[config.mk]
export PLATFORM = sky130hd
export DESIGN_NAME = tune_player
export DESIGN_NICKNAME = d
export VERILOG_FILES = /design/src/rtl/tune_player.sv
export SDC_FILE = /design/constraint.sdc
export NUM_CORES = 1
export LEC_CHECK = 0
export CORE_MARGIN = 10
export CORE_UTILIZATION = 55
export CTS_CLUSTER_DIAMETER = 40
export DETAILED_ROUTE_END_ITERATION = 6
export DONT_BUFFER_PORTS = 1
export PLACE_DENSITY = 0.71
export SKIP_LAST_GASP = 1
export SYNTH_ARGS = -nofsm -noshare
export SYNTH_HDL_FRONTEND = slang
export SYNTH_SLANG_ARGS = --single-unit
[constraint.sdc]
create_clock -name clk -period 5.4 [get_ports clk]
set_input_delay 0.81 -clock clk [delete_from_list [all_inputs] [get_ports clk]]
set_output_delay 0.81 -clock clk [all_outputs]
set_load 0.005 [all_outputs]
[src/rtl/tune_player.sv]
`default_nettype none
// ============================================================================
// Module      : tune_player
// Description : Plays one of up to four ROM tunes on a differential piezo.
//               A one-cycle go pulse latches tune_sel and starts playback;
//               stop aborts without a done pulse. Optional silent gap after
//               every note. Optional repeat mode (macro TUNE_REPEAT_EN).
// Revision    : 1.0 - initial release
// ----------------------------------------------------------------------------
// Parameters
//   CLK_FREQ_HZ : clk frequency; note half-period = CLK_FREQ_HZ/(2*f_note)
//   FAST_SIM    : 1 -> duration unit 2^10 cycles, 0 -> 2^22 cycles
//   NUM_TUNES   : tunes enabled (1..4); go with tune_sel >= NUM_TUNES ignored
//   GAP_CYCLES  : silent cycles after each note (0 = no gap)
// Ports
//   clk         in   system clock
//   rst         in   synchronous active-high reset
//   go          in   one-cycle start pulse
//   stop        in   abort request (level)
//   tune_sel    in   [1:0] tune index, latched on accepted go
//   tune_repeat in   restart tune at its end (only with TUNE_REPEAT_EN;
//                    "repeat" itself is a reserved word)
//   piezo       out  piezo drive +
//   piezo_n     out  piezo drive -
//   busy        out  high while a tune is playing
//   done        out  one-cycle pulse on natural completion
//   note_idx    out  [2:0] index of the note currently playing
// Configuration macro: TUNE_REPEAT_EN
// ============================================================================
module tune_player #(
    parameter int CLK_FREQ_HZ = 50_000_000,
    parameter int FAST_SIM    = 0,
    parameter int NUM_TUNES   = 4,
    parameter int GAP_CYCLES  = 0
) (
    input  logic       clk,
    input  logic       rst,
    input  logic       go,
    input  logic       stop,
    input  logic [1:0] tune_sel,
`ifdef TUNE_REPEAT_EN
    input  logic       tune_repeat,
`endif
    output logic       piezo,
    output logic       piezo_n,
    output logic       busy,
    output logic       done,
    output logic [2:0] note_idx
);

    // ------------------------------------------------------------------
    // Constants
    // ------------------------------------------------------------------
    function automatic int f_half_period(input int hz);
        int hp;
        hp = CLK_FREQ_HZ / (2 * hz);
        return (hp < 1) ? 1 : hp;
    endfunction

    localparam int c_UNIT_LOG2 = (FAST_SIM != 0) ? 10 : 22;
    localparam int c_DUR_MAX   = 8 << c_UNIT_LOG2;          // longest note
    localparam int c_CNT_MAX   = (GAP_CYCLES > c_DUR_MAX) ? GAP_CYCLES : c_DUR_MAX;
    localparam int c_CNT_W     = $clog2(c_CNT_MAX + 1);

    localparam int c_HP_G6     = f_half_period(1568);
    localparam int c_HP_C7     = f_half_period(2093);
    localparam int c_HP_E7     = f_half_period(2637);
    localparam int c_HP_G7     = f_half_period(3136);
    localparam int c_TONE_W    = $clog2(c_HP_G6 + 1);       // G6 is the longest half-period

    localparam logic [c_CNT_W-1:0] c_GAP_LAST =
        c_CNT_W'((GAP_CYCLES > 0) ? GAP_CYCLES - 1 : 0);

    localparam logic [2:0] c_N_REST = 3'd0;
    localparam logic [2:0] c_N_G6   = 3'd1;
    localparam logic [2:0] c_N_C7   = 3'd2;
    localparam logic [2:0] c_N_E7   = 3'd3;
    localparam logic [2:0] c_N_G7   = 3'd4;

    localparam logic [1:0] c_ST_IDLE   = 2'd0;
    localparam logic [1:0] c_ST_PLAY   = 2'd1;
    localparam logic [1:0] c_ST_GAP    = 2'd2;
    localparam logic [1:0] c_ST_FINISH = 2'd3;

    typedef enum logic [1:0] {
        ST_IDLE   = c_ST_IDLE,
        ST_PLAY   = c_ST_PLAY,
        ST_GAP    = c_ST_GAP,
        ST_FINISH = c_ST_FINISH
    } state_t;

    // ------------------------------------------------------------------
    // Tune ROM: {note[2:0], units[3:0]}
    // ------------------------------------------------------------------
    function automatic logic [6:0] f_rom(input logic [1:0] tune, input logic [2:0] idx);
        logic [6:0] v;
        v = {c_N_REST, 4'd1};
        case ({tune, idx})
            5'b00_000: v = {c_N_G6,   4'd2};
            5'b00_001: v = {c_N_C7,   4'd2};
            5'b00_010: v = {c_N_E7,   4'd2};
            5'b00_011: v = {c_N_G7,   4'd3};
            5'b00_100: v = {c_N_E7,   4'd1};
            5'b00_101: v = {c_N_G7,   4'd4};
            5'b01_000: v = {c_N_C7,   4'd1};
            5'b01_001: v = {c_N_REST, 4'd1};
            5'b01_010: v = {c_N_C7,   4'd1};
            5'b01_011: v = {c_N_REST, 4'd1};
            5'b01_100: v = {c_N_G7,   4'd2};
            5'b10_000: v = {c_N_E7,   4'd1};
            5'b10_001: v = {c_N_G6,   4'd1};
            5'b10_010: v = {c_N_E7,   4'd1};
            5'b10_011: v = {c_N_G6,   4'd1};
            5'b11_000: v = {c_N_G7,   4'd8};
            default:   v = {c_N_REST, 4'd1};
        endcase
        return v;
    endfunction

    function automatic logic [2:0] f_note(input logic [1:0] tune, input logic [2:0] idx);
        logic [6:0] v;
        v = f_rom(tune, idx);
        return v[6:4];
    endfunction

    // Index of the final note of each tune
    function automatic logic [2:0] f_last(input logic [1:0] tune);
        logic [2:0] v;
        case (tune)
            2'd0:    v = 3'd5;
            2'd1:    v = 3'd4;
            2'd2:    v = 3'd3;
            default: v = 3'd0;
        endcase
        return v;
    endfunction

    // Terminal count of the tone counter (half-period - 1)
    function automatic logic [c_TONE_W-1:0] f_tone_last(input logic [2:0] note);
        logic [c_TONE_W-1:0] v;
        case (note)
            c_N_G6:  v = c_TONE_W'(c_HP_G6 - 1);
            c_N_C7:  v = c_TONE_W'(c_HP_C7 - 1);
            c_N_E7:  v = c_TONE_W'(c_HP_E7 - 1);
            c_N_G7:  v = c_TONE_W'(c_HP_G7 - 1);
            default: v = '0;
        endcase
        return v;
    endfunction

    // ------------------------------------------------------------------
    // State
    // ------------------------------------------------------------------
    state_t              r_state_q,   w_state_d;
    logic [1:0]          r_tune_q,    w_tune_d;
    logic [2:0]          r_idx_q,     w_idx_d;
    logic [c_CNT_W-1:0]  r_cnt_q,     w_cnt_d;      // note duration / gap counter
    logic [c_TONE_W-1:0] r_tone_q,    w_tone_d;     // half-period counter
    logic                r_piezo_q,   w_piezo_d;
    logic                r_piezo_n_q, w_piezo_n_d;
    logic                r_busy_q,    w_busy_d;
    logic                r_done_q,    w_done_d;

    logic [6:0]          w_cur;
    logic                w_cur_rest;
    logic [c_CNT_W-1:0]  w_note_last;
    logic [c_TONE_W-1:0] w_tone_last;
    logic                w_final;
    logic [2:0]          w_nxt_idx;
    logic                w_nxt_rest;
    logic                w_first_rest;
    logic                w_sel_ok;
    logic                w_rpt;
    logic                w_seg_end;

    assign w_cur        = f_rom(r_tune_q, r_idx_q);
    assign w_cur_rest   = (w_cur[6:4] == c_N_REST);
    assign w_note_last  = (c_CNT_W'(w_cur[3:0]) << c_UNIT_LOG2) - c_CNT_W'(1);
    assign w_tone_last  = f_tone_last(w_cur[6:4]);
    assign w_final      = (r_idx_q == f_last(r_tune_q));
    assign w_nxt_idx    = w_final ? 3'd0 : r_idx_q + 3'd1;
    assign w_nxt_rest   = (f_note(r_tune_q, w_nxt_idx) == c_N_REST);
    assign w_first_rest = (f_note(tune_sel, 3'd0) == c_N_REST);
    assign w_sel_ok     = (int'({30'd0, tune_sel}) < NUM_TUNES);

`ifdef TUNE_REPEAT_EN
    assign w_rpt = tune_repeat;
`else
    assign w_rpt = 1'b0;
`endif

    always_comb begin
        w_state_d   = r_state_q;
        w_tune_d    = r_tune_q;
        w_idx_d     = r_idx_q;
        w_cnt_d     = r_cnt_q;
        w_tone_d    = r_tone_q;
        w_piezo_d   = r_piezo_q;
        w_piezo_n_d = r_piezo_n_q;
        w_busy_d    = r_busy_q;
        w_done_d    = 1'b0;
        w_seg_end   = 1'b0;

        case (r_state_q)
            ST_IDLE: begin
                w_idx_d     = '0;
                w_cnt_d     = '0;
                w_tone_d    = '0;
                w_piezo_d   = 1'b0;
                w_piezo_n_d = 1'b0;
                w_busy_d    = 1'b0;
                if (go && !stop && w_sel_ok) begin
                    w_state_d   = ST_PLAY;
                    w_tune_d    = tune_sel;
                    w_piezo_n_d = !w_first_rest;
                    w_busy_d    = 1'b1;
                end
            end

            ST_PLAY: begin
                if (r_cnt_q == w_note_last) begin
                    if (GAP_CYCLES > 0) begin
                        w_state_d   = ST_GAP;
                        w_cnt_d     = '0;
                        w_tone_d    = '0;
                        w_piezo_d   = 1'b0;
                        w_piezo_n_d = 1'b0;
                    end else begin
                        w_seg_end = 1'b1;
                    end
                end else begin
                    w_cnt_d = r_cnt_q + c_CNT_W'(1);
                    // Rest notes hold both drives low and never toggle
                    if (!w_cur_rest) begin
                        if (r_tone_q == w_tone_last) begin
                            w_tone_d    = '0;
                            w_piezo_d   = !r_piezo_q;
                            w_piezo_n_d = r_piezo_q;
                        end else begin
                            w_tone_d = r_tone_q + c_TONE_W'(1);
                        end
                    end
                end
            end

            ST_GAP: begin
                if (r_cnt_q == c_GAP_LAST) begin
                    w_seg_end = 1'b1;
                end else begin
                    w_cnt_d = r_cnt_q + c_CNT_W'(1);
                end
            end

            ST_FINISH: begin
                w_state_d = ST_IDLE;
                w_idx_d   = '0;
                w_busy_d  = 1'b0;
            end

            default: begin
                w_state_d = ST_IDLE;
            end
        endcase

        // End of a note (and its gap): advance, restart, or finish
        if (w_seg_end) begin
            w_cnt_d   = '0;
            w_tone_d  = '0;
            w_piezo_d = 1'b0;
            if (w_final && !w_rpt) begin
                w_state_d   = ST_FINISH;
                w_done_d    = 1'b1;
                w_busy_d    = 1'b0;
                w_piezo_n_d = 1'b0;
            end else begin
                w_state_d   = ST_PLAY;
                w_idx_d     = w_nxt_idx;
                w_piezo_n_d = !w_nxt_rest;
            end
        end

        // Abort overrides every transition above, and never pulses done
        if (stop && (r_state_q != ST_IDLE)) begin
            w_state_d   = ST_IDLE;
            w_idx_d     = '0;
            w_cnt_d     = '0;
            w_tone_d    = '0;
            w_piezo_d   = 1'b0;
            w_piezo_n_d = 1'b0;
            w_busy_d    = 1'b0;
            w_done_d    = 1'b0;
        end
    end

    always_ff @(posedge clk) begin
        if (rst) begin
            r_state_q   <= ST_IDLE;
            r_tune_q    <= '0;
            r_idx_q     <= '0;
            r_cnt_q     <= '0;
            r_tone_q    <= '0;
            r_piezo_q   <= 1'b0;
            r_piezo_n_q <= 1'b0;
            r_busy_q    <= 1'b0;
            r_done_q    <= 1'b0;
        end else begin
            r_state_q   <= w_state_d;
            r_tune_q    <= w_tune_d;
            r_idx_q     <= w_idx_d;
            r_cnt_q     <= w_cnt_d;
            r_tone_q    <= w_tone_d;
            r_piezo_q   <= w_piezo_d;
            r_piezo_n_q <= w_piezo_n_d;
            r_busy_q    <= w_busy_d;
            r_done_q    <= w_done_d;
        end
    end

    assign piezo    = r_piezo_q;
    assign piezo_n  = r_piezo_n_q;
    assign busy     = r_busy_q;
    assign done     = r_done_q;
    assign note_idx = r_idx_q;

endmodule
`default_nettype wire

-- After elaboration in Yosys (flattened, before gate mapping)
Memories as Yosys holds them, arrays and structs flattened.
Index checks and enable logic that the tools add are counted.
- add/subtract/negate cells: 4
- $mul: 0
- div/mod/pow operators: 0
- $lt $le $gt $ge: 0
- equality and inequality tests: 23
- shifts and indexed selects: 0
- multiplexer cells: 37
- bitwise operators: 1
- reduce and logical (&&, ||, !) cells: 28
- operators with widths (operator ; count):
    $pmux W26 S3 ; 1
    $pmux W14 S4 ; 1
    $mux W26 ; 2
    $mux W14 ; 3
    $pmux W14 S2 ; 1
    $pmux W7 S4 ; 1
    $add A26 B1 Y26 const B ; 1
    $eq A26 B26 Y1 ; 1
    $logic_not A26 Y1 ; 1
    $sub A26 B1 Y26 const B ; 1
    $mux W1 ; 15
    $add A14 B1 Y14 const B ; 1
    $eq A14 B14 Y1 ; 1
    $mux W3 ; 4
    $ne A3 B3 Y1 const B ; 4
    $eq A2 B2 Y1 const B ; 5
    $logic_not A3 Y1 ; 3
    $pmux W3 S3 ; 1
    $reduce_bool A3 Y1 ; 3
    $ne A2 B2 Y1 const B ; 4
    $pmux W1 S2 ; 4
    $reduce_and A4 Y1 ; 2
    $eq A2 B1 Y1 const B ; 3
    $eq A3 B2 Y1 const B ; 2
    15 further kinds ; 28
- flip-flop bits (word level): 51
- bits in latches: 0
- bits in writable memories: 0
- memory bits (read-only): 448
- bits of input ports: 6
- output and inout bits: 7
- word-level logic and storage cells: 104
- memories kept: 2
- memory list (memory ; words ; width ; read ports ; clocked after Yosys merged registers in ; write ports ; line ; source):
    (name not given) ; 32 ; 7 ; 1 ; 0 ; 0 ; 98 ; case ({tune, idx})
    (name not given) ; 32 ; 7 ; 1 ; 0 ; 0 ; 98 ;

-- Depth between registers and ports, before layout
Gate-level depths: netlist of run 1.
An unclocked memory read counts as a cell.
- depth after elaboration: 9
- depth in mapped cells: 15
- gate-level depth less buffers: 13

-- Worst setup path before layout of run 1
No wires, ideal clock.
- path type: register -> register
- start: reg r_idx_q[0] (netlist: note_idx[0])
- end: reg r_tone_q[13]
- library setup time: 0.071 ns
- arrival: 3.349 ns
- path slack: 1.980 ns
- cell stages (with the launch flop): 16
- cell sequence: dfxtp_1 > clkbuf_1 > inv_1 > ha_1 > and3_1 > o21bai_1 > ha_1 > xor2_1 > xnor2_1 > and4bb_1 > and4_4 > nand4bb_4 > buf_6 > or2_0 > or4_1 > a21oi_1
- longest elaborated chain between the ends: 8
- ends and longest elaborated chain (what ; line ; source):
    start, declared ; 156 ; logic [2:0] r_idx_q, w_idx_d;
    start signal, assigned ; 309 ; r_idx_q <= w_idx_d;
    $mem_v2 Z32 W7 * ; -- ;
    parallel branches: the longest is 7 deep, another holds $sub A26 B1 Y26 ; -- ;
    end signal, assigned ; 311 ; r_tone_q <= w_tone_d;
    end, declared ; 158 ; logic [c_TONE_W-1:0] r_tone_q, w_tone_d;
Mark *: on every way between the ends. The select of a mux whose other input is x is not followed.
A chain may end at the register's enable or synchronous reset.

-- Final worst setup path of run 1
- start: reg r_idx_q[0] (netlist: note_idx[0])
- end: reg r_cnt_q[0]
- longest elaborated chain between the ends: 6
- ends and longest elaborated chain (what ; line ; source):
    $mem_v2 Z32 W7 * ; -- ;
    $sub A26 B1 Y26 * ; 178 ; assign w_note_last = (c_CNT_W'(w_cur[3:0]) << c_UNIT_LOG2) - c_CNT_W'(1);
    $eq A26 B26 Y1 * ; 221 ; if (r_cnt_q == w_note_last) begin
    $mux W1 ; 221 ;
    $pmux W1 S2 ; 204 ; case (r_state_q)
    $reduce_or A3 Y1 (no source line) ; -- ;
    end signal, assigned ; 310 ; r_cnt_q <= w_cnt_d;
    end, declared ; 157 ; logic [c_CNT_W-1:0] r_cnt_q, w_cnt_d;
Every way passes the cells marked *; elsewhere a longest branch is shown, timed or not.

==> results.cfg, run 1 <==
[run_status]
outcome = finished clean

[routing]
drt-pass1-iter-count = 4
drt.antenna.violating_nets = 0
routed_via_density = 5.983
drt-initial-drc-count = 97
detail_route.wl_per_cell_um = 14.95
routed_wirelength_um = 7236
detail_route.drc_violations = 0
vias = 2896

[power_and_ir_drop]
seq_power_share_pct = 51.7
switchingPower_uw = 189.5
static-leakage-power_nw = 1.047
power_frac_clock_pct = 38.8
power.share.combinational_pct = 9.5
switching_share_pct = 25.30
int_pwr_uw = 559.5
power-per-cell-area_nw_per_um2 = 218.4
vdd.ir_drop.worst_uv = 147.1

[setup_path]
critical_path_required_time_ns = 5.56
timing.critical_path.mode_cell = sky130_fd_sc_hd__ha_1
timing.critical_path.slowest_stage_cell = sky130_fd_sc_hd__o21ai_2
crit_path_cell_trace = inv_1 -> ha_1 -> and3_1 -> o21bai_1 -> ha_1 -> xor2_1 -> xnor2_1 -> and4bb_1 -> a41oi_2 -> nand2_1 -> o21ai_2 -> nor2_1
ff2ff_path_depth = 12
crit-reg2reg-capture = r_cnt_q[0]
critical_path_cell_count = 12
cp_arrival_ns = 4.07
timing.critical_path.to_type = flop
cpLargestDelayFamily = compound AO/OA/AOI/OAI gates
ff2ff_setup_slack_ns = 1.50
crit_type = flop to flop
timing.critical_path.fanout_max = 26
start_kind = flop
worst_r2r_startpoint = note_idx[0]
critical_path.max_stage_delay_ns = 0.83
timing.critical_path.buf_inv = 1

[timing]
fin_crit_sh_pct = 72.28
fmax_mhz = 256.2
clock-skew-final_ns = 0.01317
setup_viol = 0
max_slew.worst_pin.slew_ns = 1.021
maxSlewViolCount = 0
finalCriticalPeriod_ns = 3.903
hold_violations = 0
timing.slew.headroom_pct = 31.91
tns_ns = 0
setup_repair_after_global_routing_missed_its_margin = false

[synth]
synthCells = 420
synth-seq-cells = 51
synth.lib_cells_used.distinct = 60
ys_seq_area_share_pct = 30.86
post-synth-top-count-cell = sky130_fd_sc_hd__nor2_1
syn_nets = 441
synth_edf_count = 0
synth_commonest_cells = sky130_fd_sc_hd__nor2_1 (71), sky130_fd_sc_hd__dfxtp_1 (51), sky130_fd_sc_hd__nand2_1 (39)
yosysTopAreaCell = sky130_fd_sc_hd__dfxtp_1
synthArstFlopShare_pct = 0
dominantRegCellSynth = sky130_fd_sc_hd__dfxtp_1
synth_area_leaders = sky130_fd_sc_hd__dfxtp_1 (31%), sky130_fd_sc_hd__xnor2_1 (9.5%), sky130_fd_sc_hd__nor2_1 (8.1%)
yosys_warnings = 0
total_standard_cell_area_after_synthesis_um2 = 3308
postSynthAreaPerCell_um2 = 7.877
synth.top_cell.area_share_pct = 30.86

[clock_network]
cts-resized-gates = 0
cts.hold.buffers_added = 0
cts_tree = built
max-clock-path-buffers = 2
clock-sinks = 51
post_cts.repair.setup_buffers = 0
cts.clk_slew.worst_paths_ns = 0.10
cts-root-buf = sky130_fd_sc_hd__clkbuf_8
latest_clock_arrival_within_the_worst_skew_pair_ns = 0.32
clock_tree.htree_level_count = 2
cts_buffers = 5

[global_route]
grt-ovfl-total = 0
grt_start_max_net_pins = 27
grt-busiest-layer = met2
antenna_found_initial = 0
grt_util_all_layers_pct = 15.02
use_met3_pct = 2.560
grt_pass1_wl_um = 12310
grtUsageMet2_pct = 25.34
global_route.usage.met1_pct = 18.92
grt_pass1_vias = 2610

[cells_and_area]
drive_above_1_share_pct = 4.156
fillCellCount = 550
finalInstanceArea_um2 = 3430
post_layout_nonfiller_instances = 484
layout.nets = 429
seq_area_um2 = 1021
area_growth_pct = 3.669
antennaDiodeCount = 0
area_used_by_multi_input_combinational_logic_um2 = 2137

[die]
vertical_die_dimension_um = 97.56
core_region_area_um2 = 5886
die_width_um = 97.56
initial_core_util_pct = 56.21
pin_count = 13
die_footprint_um2 = 9517
num_rows = 28

[placed_design]
dpl-instance-area_um2 = 3308
finalWeightedCongestion = 0.8568
dpl.cell_count = 476
post-dp-hpwl_um = 5501
port_buffers = 0

[worst_hold_path]
hold_path_startpoint = r_cnt_q[1]
hold_path.class = flop to flop
worstHoldEndpoint = r_cnt_q[1]
holdPathStages = 2

[job]
timing.max_cap.violations = 0
[worst max-delay path by stage]
stage | start | endpoint | slack, ns
after floorplan | note_idx[0] | r_tone_q[13] | 1.98
after global placement | note_idx[0] | r_cnt_q[15] | 1.61
after detailed placement | note_idx[0] | r_cnt_q[0] | 1.47
after CTS | note_idx[0] | r_cnt_q[0] | 1.46
after global routing | note_idx[0] | r_cnt_q[5] | 1.17
final | note_idx[0] | r_cnt_q[0] | 1.50
[stage by stage]
step / setup slack (ns) / power, mW / hold WS (ns) / utilization, %
2_1_floorplan: 1.980 / 0.4533 / 0.4616 / -
3_3_place_gp: 1.614 / 0.4652 / 0.4809 / 56.21
3_5_place_dp: 1.466 / 0.4664 / 0.4860 / 56.21
4_1_cts: 1.460 / 0.7571 / 0.5007 / 58.27
5_1_grt: 1.165 / 0.7772 / 0.5393 / 58.27
6_report: 1.497 / 0.7489 / 0.5044 / 58.27
[layout by cell type, fill, tap and decap left out, types with 10 or more instances in the layout]
cell type                 Yosys  final
sky130_fd_sc_hd__dfxtp_1     51     51
sky130_fd_sc_hd__inv_1       15     15
sky130_fd_sc_hd__nand2_1     39     39
sky130_fd_sc_hd__nand4_1     14     14
sky130_fd_sc_hd__xor2_1      10     10
sky130_fd_sc_hd__nor2_1      71     71
sky130_fd_sc_hd__xnor2_1     36     36
sky130_fd_sc_hd__ha_1        15     15
sky130_fd_sc_hd__nor3_1      17     17
sky130_fd_sc_hd__nor4_1      12     12
sky130_fd_sc_hd__nand3_1     19     19
sky130_fd_sc_hd__a21oi_1     10     10
sky130_fd_sc_hd__o21ai_0     10     10
[final cells by class]
cell class,count,share of cell area [%]
flip-flops and latches,51,29.77
multi-input cells,335,62.31
clock inverters,2,1.131
clock buffers,6,2.408
inverters,15,1.642
well taps,75,2.736
[worst register-to-register path, delay by kind of cell (launching register included)]
family | cells | cell delay, ns
adder cells (fa/ha/maj) | 2 | 0.48
buffers and inverters | 1 | 0.16
AO/OA/AOI/OAI | 3 | 1.38
AND/OR/NAND/NOR | 4 | 0.82
XOR/XNOR | 2 | 0.31
flip-flops | 1 | 0.60
[cell families after synthesis]
family | share of synthesized area, %
compound gates | 12.60
xor+xnor | 12.18
fa+ha+maj | 5.673
buf+inv | 4.538
flops | 30.86
mux | 1.513
simple gates | 32.64
[state kept, by name, indices dropped and copies added, names as in the netlist]
name       count
r_tune_q       2
r_state_q      2
note_idx       3
piezo_n        1
r_cnt_q       26
busy           1
piezo          1
done           1
r_tone_q      14
[power groups by stage]
stage	combinational [mW]	clock (mW)	sequential, mW
finish	0.0709	0.291	0.387
global placement	0.0691	0	0.396
global route	0.0798	0.309	0.389
detailed placement	0.0701	0	0.396
CTS	0.0705	0.299	0.388
floorplan	0.0611	0	0.392
[per-layer routing]
layer	part of all wire (%)	vias up
met2	49	36
met5	0	-
met3	2.9	9
met4	1.3	0
met1	47	1394
li1	-	1457
Power figures use the tool's default switching activity.
==> run 2: changes to the inputs <==
--- a/config.mk
+++ b/config.mk
@@ -10,7 +10,7 @@
 export CTS_CLUSTER_DIAMETER = 40
 export DETAILED_ROUTE_END_ITERATION = 6
 export DONT_BUFFER_PORTS = 1
-export PLACE_DENSITY = 0.71
+export PLACE_DENSITY = 0.74
 export SKIP_LAST_GASP = 1
 export SYNTH_ARGS = -nofsm -noshare
 export SYNTH_HDL_FRONTEND = slang
==> constraint.sdc (replaced) <==
create_clock -name clk -period 3.2 [get_ports clk]
set_input_delay 0.48 -clock clk [delete_from_list [all_inputs] [get_ports clk]]
set_output_delay 0.48 -clock clk [all_outputs]
set_load 0.005 [all_outputs]
==> results.cfg, run 2 (synthesis results as in run 1) <==
[placed_design]
finalWeightedCongestion = 0.8780
dpl.cell_count = 490
port_buffers = 0
post-dp-hpwl_um = 5545
detailedPlace.worstSlack_ns = 0.03969

[timing]
fin_crit_sh_pct = 97.43
fmax_mhz = 320.7
timing.slew.headroom_pct = 60.85
setup_viol = 0
clock-skew-final_ns = 0.005599
tns_ns = 0
max_slew.worst_pin.slew_ns = 0.5872
hold_violations = 0
maxSlewViolCount = 0
setup_ws_ns = 0.08218
finalCriticalPeriod_ns = 3.118

[routing]
routed_wirelength_um = 7523
drt-initial-drc-count = 211
drt.antenna.violating_nets = 0
detail_route.drc_violations = 0
vias = 2900
detail_route.wl_per_cell_um = 15.02
drt-pass1-iter-count = 4
routed_via_density = 5.788

[cells_and_area]
antennaDiodeCount = 0
area_growth_pct = 8.775
post_layout_nonfiller_instances = 501
largest_register_ffs = 26
drive_above_1_share_pct = 10.09
max_flop_register = r_cnt_q
layout.nets = 446
commonest_non_fill_non_tap_cell_in_the_layout = sky130_fd_sc_hd__nor2_1
fin_util_pct = 61.14
fillCellCount = 522
most-common-layout-cells = sky130_fd_sc_hd__nor2_1 (71), sky130_fd_sc_hd__dfxtp_1 (49), sky130_fd_sc_hd__nand2_1 (39)

[clock_network]
cts.clk_slew.worst_paths_ns = 0.09
clock-sinks = 51
cts-root-buf = sky130_fd_sc_hd__clkbuf_8
cts_tree = built
latest_clock_arrival_within_the_worst_skew_pair_ns = 0.30
max-clock-path-buffers = 2
cts_buffers = 5
clock_tree.htree_level_count = 2

[power_and_ir_drop]
switchingPower_uw = 310.6
static-leakage-power_nw = 1.132
vdd.ir_drop.worst_uv = 224.7
int_pwr_uw = 929.7
seq_power_share_pct = 52.5
power.share.combinational_pct = 11.3
totalPowerFinal_mw = 1.240
power-per-cell-area_nw_per_um2 = 344.7
switching_share_pct = 25.04
power_frac_clock_pct = 36.3

[setup_path]
timing.critical_path.fanout_max = 6
critical_path.max_stage_delay_ns = 0.54
cpLargestDelayFamily = simple AND/OR/NAND/NOR gates
timing.critical_path.buf_inv = 1
worst_r2r_startpoint = note_idx[0]
cp_arrival_ns = 3.36
worst_setup_path_startpoint = note_idx[0]
timing.critical_path.slowest_stage_cell = sky130_fd_sc_hd__or4_1
crit_path_cell_trace = inv_1 -> ha_1 -> and3_1 -> o21bai_1 -> ha_2 -> xor2_2 -> xnor2_1 -> and4bb_1 -> and4_4 -> nand4bb_4 -> or2_1 -> or4_1 -> a21oi_2
crit_type = flop to flop
start_kind = flop
critical_path_required_time_ns = 3.45
timing.critical_path.to_type = flop

[global_route]
grt_pass1_vias = 2640
antenna_found_initial = 0
grt_util_all_layers_pct = 15.08
grt_pass1_wl_um = 12560
grt-ovfl-total = 0
grt_start_max_net_pins = 27

[die]
pin_count = 13
die_width_um = 97.56
die_footprint_um2 = 9517
num_rows = 28
core_region_area_um2 = 5886
vertical_die_dimension_um = 97.56
initial_core_util_pct = 56.21

[job]
timing.max_cap.violations = 0

[worst_hold_path]
hold_path.class = primary input to flop
hold_path_startpoint = rst

[run_status]
outcome = finished clean
-- run 2: cell types whose count changed in the layout (fill, tap and decap cells not counted), sizes merged --
cell,before,now
buf,0,17
clkinv,0,2
clkbuf,6,5
inv,16,15
-- run 2: per-layer routing --
metal / GRT usage, % / vias up / part of all wire [%]
li1: - / 1485 / -
met4: 6.264 / 0 / 2.1
met3: 2.774 / 12 / 4.2
met1: 19.87 / 1338 / 48
met5: 0 / - / 0
met2: 23.40 / 65 / 46
-- run 2: worst reg2reg max path, stage by stage (launching register included) --
cell and delay [ns]:
sky130_fd_sc_hd__dfxtp_2 0.33, sky130_fd_sc_hd__inv_1 0.06, sky130_fd_sc_hd__ha_1 0.23, sky130_fd_sc_hd__and3_1 0.19
sky130_fd_sc_hd__o21bai_1 0.16, sky130_fd_sc_hd__ha_2 0.22, sky130_fd_sc_hd__xor2_2 0.15, sky130_fd_sc_hd__xnor2_1 0.09
sky130_fd_sc_hd__and4bb_1 0.24, sky130_fd_sc_hd__and4_4 0.21, sky130_fd_sc_hd__nand4bb_4 0.23, sky130_fd_sc_hd__or2_1 0.26
sky130_fd_sc_hd__or4_1 0.54, sky130_fd_sc_hd__a21oi_2 0.16
-- run 2: timing repair --
action                     in CTS  in global routing
gates resized for setup         0                 11
hold buffers                    0                  0
setup endpoints to repair       0                 26
buffers inserted                0                  3
-- run 2: final timing paths --
path                                     end  slack, ns  cells after the start
worst max register to register  r_tone_q[13]       0.08                     13
worst min-delay path             r_tune_q[0]       0.23                      1
worst min register to register    r_cnt_q[1]       0.50                      2
worst max-delay path            r_tone_q[13]       0.08                     13
-- run 2: cell type report --
cell class	count	area [um2]	share of cell area (%)
Clock buffer	5	68.82	1.912
Clock inverter	3	43.79	1.217
Inverter	15	56.30	1.565
Multi-Input combinational cell	335	2185	60.71
Sequential cell	51	1023	28.44
Tap cell	75	93.84	2.608
Timing Repair Buffer	17	127.6	3.547
-- run 2: power by group through the flow --
stage | clock network (mW) | logic (mW) | registers (mW)
2_1_floorplan | 0 | 0.103 | 0.662
4_1_cts | 0.464 | 0.132 | 0.650
5_1_grt | 0.486 | 0.155 | 0.652
3_3_place_gp | 0 | 0.130 | 0.665
6_report | 0.450 | 0.140 | 0.651
3_5_place_dp | 0 | 0.131 | 0.665
-- run 2: per-stage QoR --
step           hold slack [ns]  area [um2]
4_1_cts                 0.2274        3527
6_report                0.2322        3598
3_3_place_gp            0.4717        3415
5_1_grt                 0.2238        3598
3_5_place_dp            0.4806        3415
2_1_floorplan           0.4616        3321
==> run 3: changes to the inputs <==
==> constraint.sdc (replaced) <==
create_clock -name clk -period 2.85 [get_ports clk]
set_input_delay 0.4275 -clock clk [delete_from_list [all_inputs] [get_ports clk]]
set_output_delay 0.4275 -clock clk [all_outputs]
set_load 0.005 [all_outputs]
==> results.cfg, run 3 (synthesis results as in run 1) <==
[cells_and_area]
largest_register_ffs = 26
drive_above_1_share_pct = 27.13
commonest_non_fill_non_tap_cell_in_the_layout = sky130_fd_sc_hd__dfxtp_1
layout.nets = 466
finalInstanceArea_um2 = 4237
area_growth_pct = 28.06
antennaDiodeCount = 0
fin_util_pct = 71.98
post_layout_nonfiller_instances = 521
max_flop_register = r_cnt_q
most-common-layout-cells = sky130_fd_sc_hd__dfxtp_1 (48), sky130_fd_sc_hd__nor2_1 (45), sky130_fd_sc_hd__nand2_1 (37)
fillCellCount = 428

[setup_path]
crit_type = flop to flop
cp_arrival_ns = 3.05
ff2ff_path_depth = 14
timing.critical_path.fanout_max = 6
timing.critical_path.to_type = flop
critical_path_required_time_ns = 3.06
start_kind = flop
ff2ff_setup_slack_ns = 0.006
crit-reg2reg-capture = r_cnt_q[21]
worst_r2r_startpoint = note_idx[1]

[power_and_ir_drop]
vdd.ir_drop.worst_uv = 226.0
static-leakage-power_nw = 1.356
power-per-cell-area_nw_per_um2 = 325.2

[timing]
fin_crit_sh_pct = 99.79
clock-skew-final_ns = 0.01185
finalCriticalPeriod_ns = 2.844
max_slew.worst_pin.slew_ns = 0.6092
fin_hold_ws_ns = 0.1787
timing.slew.headroom_pct = 59.24
setup_repair_after_global_routing_missed_its_margin = true
fmax_mhz = 351.6
maxSlewViolCount = 0
setup_viol = 0
hold_violations = 0

[global_route]
grt_start_max_net_pins = 17
grt_pass1_vias = 2852
antenna_found_initial = 0
grt_pass1_wl_um = 13220
grt_util_all_layers_pct = 15.94
grt-ovfl-total = 0

[worst_hold_path]
worstHoldEndpoint = r_tune_q[0]
hold_path.class = primary input to flop
hold_path_startpoint = rst
holdPathStages = 1

[die]
die_footprint_um2 = 9517
pin_count = 13
vertical_die_dimension_um = 97.56
num_rows = 28
core_region_area_um2 = 5886
die_width_um = 97.56
initial_core_util_pct = 56.21

[clock_network]
clock-sinks = 51
cts-root-buf = sky130_fd_sc_hd__clkbuf_8
cts_buffers = 5
clock_tree.htree_level_count = 2
latest_clock_arrival_within_the_worst_skew_pair_ns = 0.31
cts.hold.buffers_added = 0
cts_tree = built
cts.clk_slew.worst_paths_ns = 0.09
max-clock-path-buffers = 2

[job]
timing.max_cap.violations = 0

[placed_design]
dpl-instance-area_um2 = 3575
port_buffers = 0
post-dp-hpwl_um = 5684
finalWeightedCongestion = 0.8306
dpl.cell_count = 502

[routing]
detail_route.wl_per_cell_um = 16.21
routed_via_density = 5.937
drt.antenna.violating_nets = 0
drt-pass1-iter-count = 5
detail_route.drc_violations = 0
drt-initial-drc-count = 164
vias = 3093
routed_wirelength_um = 8447

[run_status]
outcome = finished clean
==> run 3: cell types whose count changed in the layout (fill, tap and decap cells not counted), sizes merged <==
| cell | change |
|---|---|
| clkinv | -2 |
| clkbuf | +3 |
| bufinv | -1 |
| inv | +1 |
| buf | +18 |
| clkinvlp | +1 |
==> run 3: critical path, stage by stage (launching register included) <==
cell and delay, ns:
sky130_fd_sc_hd__dfxtp_4 0.40, sky130_fd_sc_hd__inv_4 0.05, sky130_fd_sc_hd__ha_4 0.16, sky130_fd_sc_hd__and3_4 0.17, sky130_fd_sc_hd__o21bai_1 0.14, sky130_fd_sc_hd__ha_2 0.21
sky130_fd_sc_hd__xor2_2 0.14, sky130_fd_sc_hd__xnor2_1 0.09, sky130_fd_sc_hd__and4bb_2 0.27, sky130_fd_sc_hd__a41oi_4 0.29, sky130_fd_sc_hd__nand4_1 0.16, sky130_fd_sc_hd__buf_6 0.21
sky130_fd_sc_hd__nor4_4 0.24, sky130_fd_sc_hd__xnor2_1 0.17, sky130_fd_sc_hd__nor2_1 0.05
==> run 3: worst max-delay path by stage <==
stage	from	to	slack [ns]
detailed placement	note_idx[1]	r_cnt_q[21]	-0.02
CTS	note_idx[1]	r_tone_q[1]	0.007
floorplan	note_idx[0]	r_tone_q[13]	-0.06
finish	note_idx[1]	r_cnt_q[21]	0.006
global route	note_idx[1]	r_cnt_q[21]	-0.19
global placement	note_idx[0]	r_tone_q[1]	0.06
==> run 3: cell type report <==
| type | count | area [um2] | share of cell area, % |
|---|---|---|---|
| clock buffer | 6 | 72.57 | 1.713 |
| tap | 75 | 93.84 | 2.215 |
| timing repair buffer | 37 | 377.9 | 8.919 |
| clock inverter | 2 | 16.27 | 0.3839 |
| inverter | 15 | 61.31 | 1.447 |
| multi-input combinational | 335 | 2585 | 61.02 |
| sequential | 51 | 1030 | 24.31 |
==> run 3: where the power goes <==
group	switching (mW)	total, mW	internal, mW
logic	0.116	0.214	0.0981
clock network	0.258	0.435	0.177
registers	0.0109	0.729	0.718
==> run 3: per-stage QoR <==
step / TNS (ns) / setup WS [ns] / total power [mW]
5_1_grt: -3.992 / -0.1941 / 1.430
6_report: 0 / 0.005927 / 1.378
3_3_place_gp: 0 / 0.05884 / 0.9093
3_5_place_dp: -0.2393 / -0.02263 / 0.9147
4_1_cts: 0 / 0.007085 / 1.343
2_1_floorplan: -0.2143 / -0.06476 / 0.8610
==> run 3: per-layer routing <==
| metal | GRT usage, % | vias to the layer above | part of all wire, % |
|---|---|---|---|
| li1 | - | 1528 | - |
| met1 | 19.76 | 1487 | 43 |
| met2 | 26.83 | 61 | 51 |
| met3 | 3.129 | 17 | 3.8 |
| met4 | 5.145 | 0 | 2.4 |
| met5 | 0 | - | 0 |
==> run 3: repair_timing <==
item                                   in CTS  in global routing
setup buffers                               3                  6
endpoints found under the hold margin       0                  0
pin swaps                                   2                 28
setup endpoints to repair                  24                 46
gates resized for setup                     6                 93
cloned                                      0                  2
